--- config.mk ---
export PLATFORM = sky130hd
export DESIGN_NAME = fas
export DESIGN_NICKNAME = d
export VERILOG_FILES = /design/src/rtl/fas.sv
export SDC_FILE = /design/constraint.sdc
export NUM_CORES = 1
export LEC_CHECK = 0
export ABC_AREA = 1
export BUFFER_PORTS_ARGS = -buffer_cell sky130_fd_sc_hd__buf_2
export CORE_AREA = 4 4 41 43
export CTS_CLUSTER_SIZE = 16
export DETAILED_ROUTE_END_ITERATION = 12
export DIE_AREA = 0 0 45 47
export HOLD_SLACK_MARGIN = 0.08
export PLACE_DENSITY = 0.43
export SYNTH_ARGS = -nofsm -noshare
export SYNTH_HDL_FRONTEND = slang
export SYNTH_SLANG_ARGS = --single-unit
--- constraint.sdc ---
create_clock -name clk -period 3.62 [get_ports clk]
set_clock_uncertainty 0.15 [all_clocks]
set_input_delay 0.362 -clock clk [delete_from_list [all_inputs] [get_ports clk]]
set_output_delay 0.362 -clock clk [all_outputs]
set_load 0.02 [all_outputs]
--- src/rtl/fas.sv ---
// Parameterizable full adder/subtractor slice with combinational results and a
// one-cycle registered copy. Define FAS_STICKY_OVF_EN to make ovf_q sticky until reset.
module fas #(
  parameter int WIDTH = 1
) (
  input  logic             clk,
  input  logic             rst,
  input  logic [WIDTH-1:0] a,
  input  logic [WIDTH-1:0] b,
  input  logic             cin,
  input  logic             a_ns,
  output logic [WIDTH-1:0] s,
  output logic             cout,
  output logic             ovf,
  output logic [WIDTH-1:0] s_q,
  output logic             cout_q,
  output logic             ovf_q
);

  localparam int MSB = WIDTH - 1;

  logic [WIDTH:0]   res;
  logic [WIDTH-1:0] s_d;
  logic             cout_d;
  logic             ovf_d;

  // One extra bit holds the carry in add mode and the borrow in subtract mode,
  // since a negative difference sets the top bit of the WIDTH+1 result.
  always_comb begin
    res = '0;
    if (a_ns) begin
      res = {1'b0, a} - {1'b0, b} - {{WIDTH{1'b0}}, cin};
    end else begin
      res = {1'b0, a} + {1'b0, b} + {{WIDTH{1'b0}}, cin};
    end
  end

  assign s    = res[WIDTH-1:0];
  assign cout = res[WIDTH];
  assign ovf  = (a_ns ? (a[MSB] != b[MSB]) : (a[MSB] == b[MSB])) && (s[MSB] != a[MSB]);

  assign s_d    = s;
  assign cout_d = cout;
`ifdef FAS_STICKY_OVF_EN
  assign ovf_d  = ovf_q | ovf;
`else
  assign ovf_d  = ovf;
`endif

  always_ff @(posedge clk) begin
    if (rst) begin
      s_q    <= '0;
      cout_q <= 1'b0;
      ovf_q  <= 1'b0;
    end else begin
      s_q    <= s_d;
      cout_q <= cout_d;
      ovf_q  <= ovf_d;
    end
  end

endmodule

Yosys cells after proc, flatten, opt, wreduce, memory -nomap -nowiden:

Index checks and enable logic that the tools add are counted.

* register bits: 3
* input bits: 6
* output and inout bits: 6
* logic and storage cells: 13

* $add $sub $neg: 4
* eq/ne operators: 3
* multiplexer cells: 2
* reductions and logical operators: 1

Operators by type and width (number)
* $add 1x1->2: 1
* $add 2x1->2: 1
* $mux 2: 1
* $ne 1x1->1: 2
* $sub 1x1->2: 1
* $sub 2x1->2: 1
* $eq 1x1->1: 1
* $logic_and 1x1->1: 1
* $mux 1: 1

Logic depth before layout (Yosys ltp):

Gate-level depths: netlist (run 1).

* word-level depth: 5
* gate-level depth with buffers: 7
* gate-level depth less buffers: 7

Least setup slack after synthesis (run 1):

Ideal clock, no wire load.

* path kind: input port to output port
* from: input b
* to: output ovf
* data arrival time: 1.486 ns
* data required time: 3.108 ns
* path slack: 1.622 ns
* cell stages on the path: 7
* buffers on the path: 0
* cells stage by stage: inv_1 fa_1 inv_1 nand2_1 nand3_1 nand2_2 inv_1

* longest elaborated chain between the ends: 5
* elaborated cells between the ends (all ways): 10
* classes of those cells: add/sub (4); eq/ne (3); mux (2); reduce/logical (1)

RTL lines
* start, declared: RTL line 9 `input logic [WIDTH-1:0] b,`
* $add 1x1->2 or $sub 1x1->2 (tied branches): RTL line 34, 32
* $add 2x1->2 or $sub 2x1->2 (tied branches): RTL line 34, 32
* $mux 2 *: RTL line 31 `if (a_ns) begin`
* net s: RTL line 12 `output logic [WIDTH-1:0] s,`
* $ne 1x1->1 *: RTL line 40 `assign ovf = (a_ns ? (a[MSB] != b[MSB]) : (a[MSB] == b[MSB])) && (s[MSB] != a[MSB]);`
* $logic_and 1x1->1 *: RTL line 40
* end, declared: RTL line 14 `output logic ovf,`

Mark *: on every way through the listed nets, which the timed path passes. The rest lies on a longest branch.

Final worst setup path (run 1):

* from: input b
* to: output ovf

* longest elaborated chain between the ends: 5
* elaborated cells between the ends (all ways): 10
* classes of those cells: add/sub (4); eq/ne (3); mux (2); reduce/logical (1)

RTL lines (RTL line)
* $add 1x1->2 or $sub 1x1->2 (tied branches): 34, 32
* $add 2x1->2 or $sub 2x1->2 (tied branches): 34, 32
* $mux 2: 31
* $ne 1x1->1: 40
* $logic_and 1x1->1 *: 40

Every way passes the cells marked *; elsewhere a longest branch is shown, timed or not.

==> results of run 1 <==
## state kept, by name, indices dropped and copies added, names as in the netlist
signal and cells:
s_q 1, cout_q 1, ovf_q 1
## worst paths after layout
kind / from / endpoint / slack (ns) / cells past startpoint
setup / recovery: b / ovf / 1.56 / 9
hold / removal: rst / ovf_q / 0.17 / 2
## synth_stat cells
cell and instances:
dfxtp_1 3, a21oi_1 1, nand3_1 1, a211oi_1 1, nor2_2 1, nand2_1 4
inv_2 1, fa_1 2, nand2_2 4, inv_1 6, nor2_1 1
## power by group through the flow
stage | logic, mW | registers, mW | clock network (mW)
after floorplan | 0.0218 | 0.0416 | 0
after global placement | 0.0386 | 0.0374 | 0
after detailed placement | 0.0389 | 0.0373 | 0
after CTS | 0.0389 | 0.0369 | 0.0627
after global routing | 0.0432 | 0.0370 | 0.0676
final | 0.0376 | 0.0369 | 0.0583
## routing by layer
layer	track usage	share of wire
met1	0.0457	0.37
met2	0.0734	0.53
met3	0.0651	0.094
met4	0.0175	0
met5	0	0
## cell type report
| cell class | instances | area [um^2] | share of cell area |
|---|---|---|---|
| clock buffers | 4 | 26.3 | 0.0894 |
| multi-input cells | 15 | 108 | 0.366 |
| repair buffers | 11 | 55.1 | 0.187 |
| inverters | 7 | 26.3 | 0.0894 |
| flip-flops and latches | 3 | 60.1 | 0.204 |
| well taps | 15 | 18.8 | 0.0638 |
## logic make-up (layout without fill, tap and decap cells)
| family | Yosys count | in the layout | share of synthesized area |
|---|---|---|---|
| simple gates | 11 | 11 | 0.284 |
| buf+inv | 7 | 22 | 0.135 |
| flops | 3 | 3 | 0.310 |
| fa+ha+maj | 2 | 2 | 0.206 |
| compound gates | 2 | 2 | 0.0645 |
## metrics by stage
| stage | total power, mW | hold slack, ns |
|---|---|---|
| 6_report | 0.133 | 0.174 |
| 5_1_grt | 0.148 | 0.168 |
| 4_1_cts | 0.139 | 0.170 |
| 3_5_place_dp | 0.0762 | 0.416 |
| 3_3_place_gp | 0.0759 | 0.417 |
| 2_1_floorplan | 0.0634 | 0.279 |
==> results.toml, run 1 <==
[outcome]
outcome = "finished clean"

[cts]
clockBufferDepth = 2
cts_htree_levels = 1
post_cts_resized = 0
cts_inserted_buffers = 3
cts_tree = "done"
cts.sinks = 3
post_cts_buffers = 0
cts_root_buffer = "clkbuf_4"
path_clk_slew_ns = 0.04
hold_buffers = 0

[critical_path]
cpPeakStageDelay_ns = 0.47
critPathTopFamily = "buffers and inverters"
crit_type = "in2out"
path_buf_inv = 5
cp.required_ns = 3.11
cp.arrival_ns = 1.55
end_kind = "output pin"
worstPathCellList = "buf_2, inv_1, fa_1, inv_1, nand2_1, nand3_1, nand2_2, inv_1, buf_2"
cp_slowest_cell = "fa_1"
start_kind = "input port"
critPathMostFrequentCell = "inv_1"
cp_max_fo = 3

[route]
post_drt_wl_per_cell_um = 7.33
antenna_left = 0
avgViaCountPerCell = 3.35
wl_um = 403
drc = 0
drt_iter0_drc = 0
vias = 184
firstDrtPassIters = 1

[finish]
final_design_area_no_fill_um2 = 294
final_common_cell = "buf_2"
num-fill-cells = 164
fin_cells = 55
final_cell_mix = "buf_2 (11), inv_1 (6), nand2_2 (4), nand2_1 (4)"
final_util = 0.226
num_antenna_cells = 0
nets = 49
areaGrowthSynthToFinish_pct = 51.6
drive_above_1_share = 0.500

[pwr]
seqPwrFrac = 0.278
leakage_nw = 0.172
comb_power_share = 0.283
power_density_nw_per_um2 = 452
p_int_mw = 0.0910
clockPowerShare = 0.439
vdd_drop_max_uv = 165
swShare = 0.314
p_switching_mw = 0.0417

[global_route]
grt_pass1_wl_um = 717
antenna_found_initial = 0
grtUsageTotal = 0.0522
grt_pass1_vias = 200
grt.overflow.total = 0
grt_max_degree = 4

[yosys]
syn_nets = 33
netlist.area_leader.share = 0.310
syn-cell-area_um2 = 194
ys_ff_latch = 3
synth_cell_types = 11
avgSynthCellArea_um2 = 7.76
yosysWarnings = 0
ys_seq_area_frac = 0.310
ys_top_cells_by_area = "dfxtp_1 (31%), fa_1 (21%), nand2_2 (13%)"
synth_top_area_cell = "dfxtp_1"
syn_inst = 25

[sta]
hold_violations = 0
finalCriticalPeriod_ns = 2.06
report.final.slew_viol_count = 0
layout_setup_ws_ns = 1.56
setup_tns_ns = 0
fmax_ghz = 0.485
tightestPinTransition_ns = 0.164
slew_headroom = 0.890
timing.final.crit_share = 0.570
setup_viol = 0
rsz0062_at_grt = "no"

[floorplanning]
ioPinCount = 12
die_y_um = 47
rows = 13
core_area_um2 = 1300
chipWidth_um = 45
dieArea_um2 = 2120
initial_utilization = 0.149

[placement]
port_buffers = 11
place_inst = 51
placed_area_um2 = 268
gp_congestion = 0.634
place_ws_ns = 1.54
dp_hpwl_um = 356

[job]
cap_violations = 0

[worst_hold_path]
hold_path_class = "in2reg"
No activity file was read; power rests on OpenSTA's default activity.
==> inputs of run 2 (changes only) <==
==> constraint.sdc (replaced) <==
create_clock -name clk -period 2 [get_ports clk]
set_clock_uncertainty 0.15 [all_clocks]
set_input_delay 0.2 -clock clk [delete_from_list [all_inputs] [get_ports clk]]
set_output_delay 0.2 -clock clk [all_outputs]
set_load 0.02 [all_outputs]
==> results.toml, run 2 (synthesis results as in run 1) <==
[pwr]
leakage_nw = 0.176
vdd_drop_max_uv = 341
power_density_nw_per_um2 = 798

[sta]
setup_viol = 0
finalCriticalPeriod_ns = 1.74
tightestPinTransition_ns = 0.161
whs_ns = 0.104
fmax_ghz = 0.575
rsz0062_at_grt = "no"
slew_headroom = 0.892
report.final.slew_viol_count = 0
timing.final.crit_share = 0.869
setup_tns_ns = 0
hold_violations = 0

[route]
antenna_left = 0
drc = 0
firstDrtPassIters = 2
drt_iter0_drc = 1
wl_um = 410
post_drt_wl_per_cell_um = 7.32
avgViaCountPerCell = 3.45
vias = 193

[cts]
cts_root_buffer = "clkbuf_4"
post_cts_buffers = 0
clockBufferDepth = 2
cts_tree = "done"
cts_htree_levels = 1
hold_buffers = 1
path_clk_slew_ns = 0.04
cts_inserted_buffers = 3
cts.sinks = 3
post_cts_resized = 0

[floorplanning]
dieArea_um2 = 2120
rows = 13
ioPinCount = 12
initial_utilization = 0.149
chipWidth_um = 45
core_area_um2 = 1300
die_y_um = 47

[finish]
num_antenna_cells = 0
final_design_area_no_fill_um2 = 304
fin_cells = 56
final_cell_mix = "buf_2 (11), inv_1 (6), nand2_2 (4), nand2_1 (4)"
final_common_cell = "buf_2"
areaGrowthSynthToFinish_pct = 56.8
top_regs = "cout_q x1, ovf_q x1, s_q x1"
nets = 50
drive_above_1_share = 0.488

[placement]
port_buffers = 11
place_inst = 51
placed_area_um2 = 268
dp_hpwl_um = 356
gp_congestion = 0.610

[critical_path]
cp_slowest_cell = "fa_1"
end_kind = "output pin"
cp_max_fo = 3
cp.required_ns = 1.65
start_kind = "input port"
startpoint = "b"
crit_type = "in2out"
critPathMostFrequentCell = "inv_1"
cpPeakStageDelay_ns = 0.47
worstPathCellList = "buf_2, inv_1, fa_1, inv_1, nand2_1, nand3_1, nand2_2, inv_1, buf_2"
cp.arrival_ns = 1.39

[worst_hold_path]
min_from = "a_ns"
hold_end = "cout_q"
hold_path_depth = 3
hold_path_class = "in2reg"

[outcome]
outcome = "finished clean"

[global_route]
grt.overflow.total = 0
grt_pass1_vias = 208
grt_max_degree = 4
grtUsageTotal = 0.0577
antenna_found_initial = 0
grt_pass1_wl_um = 752

[job]
cap_violations = 0
-- run 2: cell count changes in the layout (fill, tap and decap cells not counted), sizes merged --
cell and delta:
dlygate4sd3 +1
-- run 2: cell type report --
type,instances,area (um^2)
timing repair buffer,12,65.1
multi-input combinational,15,108
sequential,3,60.1
clock buffer,4,26.3
fill,166,997
inverter,7,26.3
tap,15,18.8
-- run 2: routing by layer --
layer	wire, um	up-vias	GRT usage
met5	0	-	0
met4	0	0	0.0351
met3	53	0	0.0766
met2	211	9	0.0706
met1	146	82	0.0501
li1	-	102	-
-- run 2: power by group --
| part | switching (mW) | total, mW | internal [mW] |
|---|---|---|---|
| registers | 0.00108 | 0.0669 | 0.0658 |
| logic | 0.0438 | 0.0693 | 0.0255 |
| clock network | 0.0318 | 0.107 | 0.0748 |
-- run 2: how the worst max path moves through the flow --
stage          endpoint  slack (ns)  depth (start not counted)
2_1_floorplan       ovf        0.33                          7
3_3_place_gp        ovf        0.23                          9
3_5_place_dp        ovf        0.24                          9
4_1_cts             ovf        0.24                          9
5_1_grt             ovf        0.13                          9
6_report            ovf        0.26                          9
-- run 2: worst max-delay path: cells and delay by family --
kind          cells  cell delay [ns]
fa+ha+maj         1             0.47
simple gates      3             0.20
buf+inv           5             0.51
-- run 2: stage by stage --
step	power, mW	setup WS, ns	utilization
4_1_cts	0.252	0.238	0.234
3_5_place_dp	0.138	0.238	0.206
2_1_floorplan	0.115	0.326	-
3_3_place_gp	0.138	0.231	0.206
6_report	0.243	0.262	0.234
5_1_grt	0.269	0.127	0.234
==> inputs of run 3 (changes only) <==
--- a/config.mk
+++ b/config.mk
@@ -6,6 +6,7 @@
 export NUM_CORES = 1
 export LEC_CHECK = 0
 export ABC_AREA = 1
+export ABC_CLOCK_PERIOD_IN_PS = 2200
 export BUFFER_PORTS_ARGS = -buffer_cell sky130_fd_sc_hd__buf_2
 export CORE_AREA = 4 4 41 43
 export CTS_CLUSTER_SIZE = 16
==> constraint.sdc (replaced) <==
create_clock -name clk -period 2.2 [get_ports clk]
set_clock_uncertainty 0.15 [all_clocks]
set_input_delay 0.22 -clock clk [delete_from_list [all_inputs] [get_ports clk]]
set_output_delay 0.22 -clock clk [all_outputs]
set_load 0.02 [all_outputs]
==> results.toml, run 3 (synthesis results as in run 1) <==
[finish]
final_cell_mix = "buf_2 (11), inv_1 (6), nand2_2 (4), nand2_1 (4)"
top_regs = "cout_q x1, ovf_q x1, s_q x1"
final_util = 0.234
multi_input_area_um2 = 108
seq_area_um2 = 60.1
areaGrowthSynthToFinish_pct = 56.8
num_antenna_cells = 0
num-fill-cells = 173
final_design_area_no_fill_um2 = 304
nets = 50
final_common_cell = "buf_2"
fin_cells = 56
drive_above_1_share = 0.488

[outcome]
outcome = "finished clean"

[job]
cap_violations = 0

[cts]
cts_root_buffer = "clkbuf_4"
cts_inserted_buffers = 3
cts.sinks = 3
path_clk_slew_ns = 0.03
cts_htree_levels = 1
clockBufferDepth = 2
cts_tree = "done"

[sta]
setup_viol = 0
rsz0062_at_grt = "no"
fmax_ghz = 0.560
setup_tns_ns = 0
slew_headroom = 0.881
hold_violations = 0
finalCriticalPeriod_ns = 1.78
tightestPinTransition_ns = 0.177
timing.final.crit_share = 0.811
report.final.slew_viol_count = 0

[critical_path]
cp_max_fo = 3
cpPeakStageDelay_ns = 0.47
critPathTopFamily = "buffers and inverters"
worstPathCellList = "buf_2, inv_1, fa_1, inv_1, nand2_1, nand3_1, nand2_2, inv_1, buf_2"
end_kind = "output pin"
cp.arrival_ns = 1.41
cp_slowest_cell = "fa_1"
cp.required_ns = 1.83
crit_type = "in2out"
critPathMostFrequentCell = "inv_1"
path_buf_inv = 5
start_kind = "input port"

[global_route]
antenna_found_initial = 0
grt_pass1_wl_um = 738
grt_pass1_vias = 204
grt.overflow.total = 0
grt_max_degree = 4
grtUsageTotal = 0.0538

[floorplanning]
rows = 13
initial_utilization = 0.149
dieArea_um2 = 2120
ioPinCount = 12
chipWidth_um = 45
core_area_um2 = 1300
die_y_um = 47

[placement]
port_buffers = 11
placed_area_um2 = 268
place_inst = 51
gp_congestion = 0.612
dp_hpwl_um = 364

[route]
antenna_left = 0
vias = 191
post_drt_wl_per_cell_um = 7.57
firstDrtPassIters = 1
drc = 0
avgViaCountPerCell = 3.41
drt_iter0_drc = 0
wl_um = 424

[pwr]
seqPwrFrac = 0.276
vdd_drop_max_uv = 170
power_density_nw_per_um2 = 723
comb_power_share = 0.288
leakage_nw = 0.176
swShare = 0.314
clockPowerShare = 0.436
p_int_mw = 0.151
p_switching_mw = 0.0690

[worst_hold_path]
min_from = "a_ns"
hold_end = "cout_q"
hold_path_depth = 3
hold_path_class = "in2reg"
[run 3: how the worst max path moves through the flow]
stage               from  cells past startpoint  end
detailed placement     b                      9  ovf
floorplan              b                      7  ovf
finish                 b                      9  ovf
global placement       b                      9  ovf
global route           b                      9  ovf
CTS                    b                      9  ovf
[run 3: power groups by stage]
stage	sequential [mW]	combinational [mW]	clock, mW
final	0.0606	0.0633	0.0959
after global routing	0.0610	0.0719	0.109
after CTS	0.0607	0.0656	0.103
after detailed placement	0.0614	0.0640	0
after global placement	0.0614	0.0636	0
after floorplan	0.0685	0.0358	0
[run 3: area by class of cell]
class | count | share of cell area
inverters | 7 | 0.0864
flip-flops and latches | 3 | 0.198
repair buffers | 12 | 0.214
clock buffers | 4 | 0.0864
multi-input cells | 15 | 0.354
well taps | 15 | 0.0617
[run 3: worst min-delay path, stage by stage]
cell and delay [ns]:
buf_2 0.12, inv_2 0.06, a211oi_1 0.06
[run 3: repair_timing]
action | in CTS | in global routing
endpoints found under the hold margin | 3 | 0
buffers inserted | 0 | 0
endpoints found under the setup margin | 0 | 0
hold buffers | 1 | 0
gates resized for setup | 0 | 0
[run 3: through the flow]
| stage | hold WS [ns] | power, mW | worst slack [ns] |
|---|---|---|---|
| 2_1_floorplan | 0.137 | 0.104 | 0.486 |
| 3_3_place_gp | 0.276 | 0.125 | 0.391 |
| 3_5_place_dp | 0.274 | 0.125 | 0.387 |
| 4_1_cts | 0.126 | 0.229 | 0.387 |
| 5_1_grt | 0.152 | 0.241 | 0.289 |
| 6_report | 0.131 | 0.220 | 0.416 |
[run 3: routing by layer]
metal / GRT usage / vias to the layer above / wire, um
met2: 0.0819 / 7 / 234
met5: 0 / - / 0
met3: 0.0498 / 0 / 40
li1: - / 102 / -
met1: 0.0456 / 82 / 148
met4: 0.0351 / 0 / 0
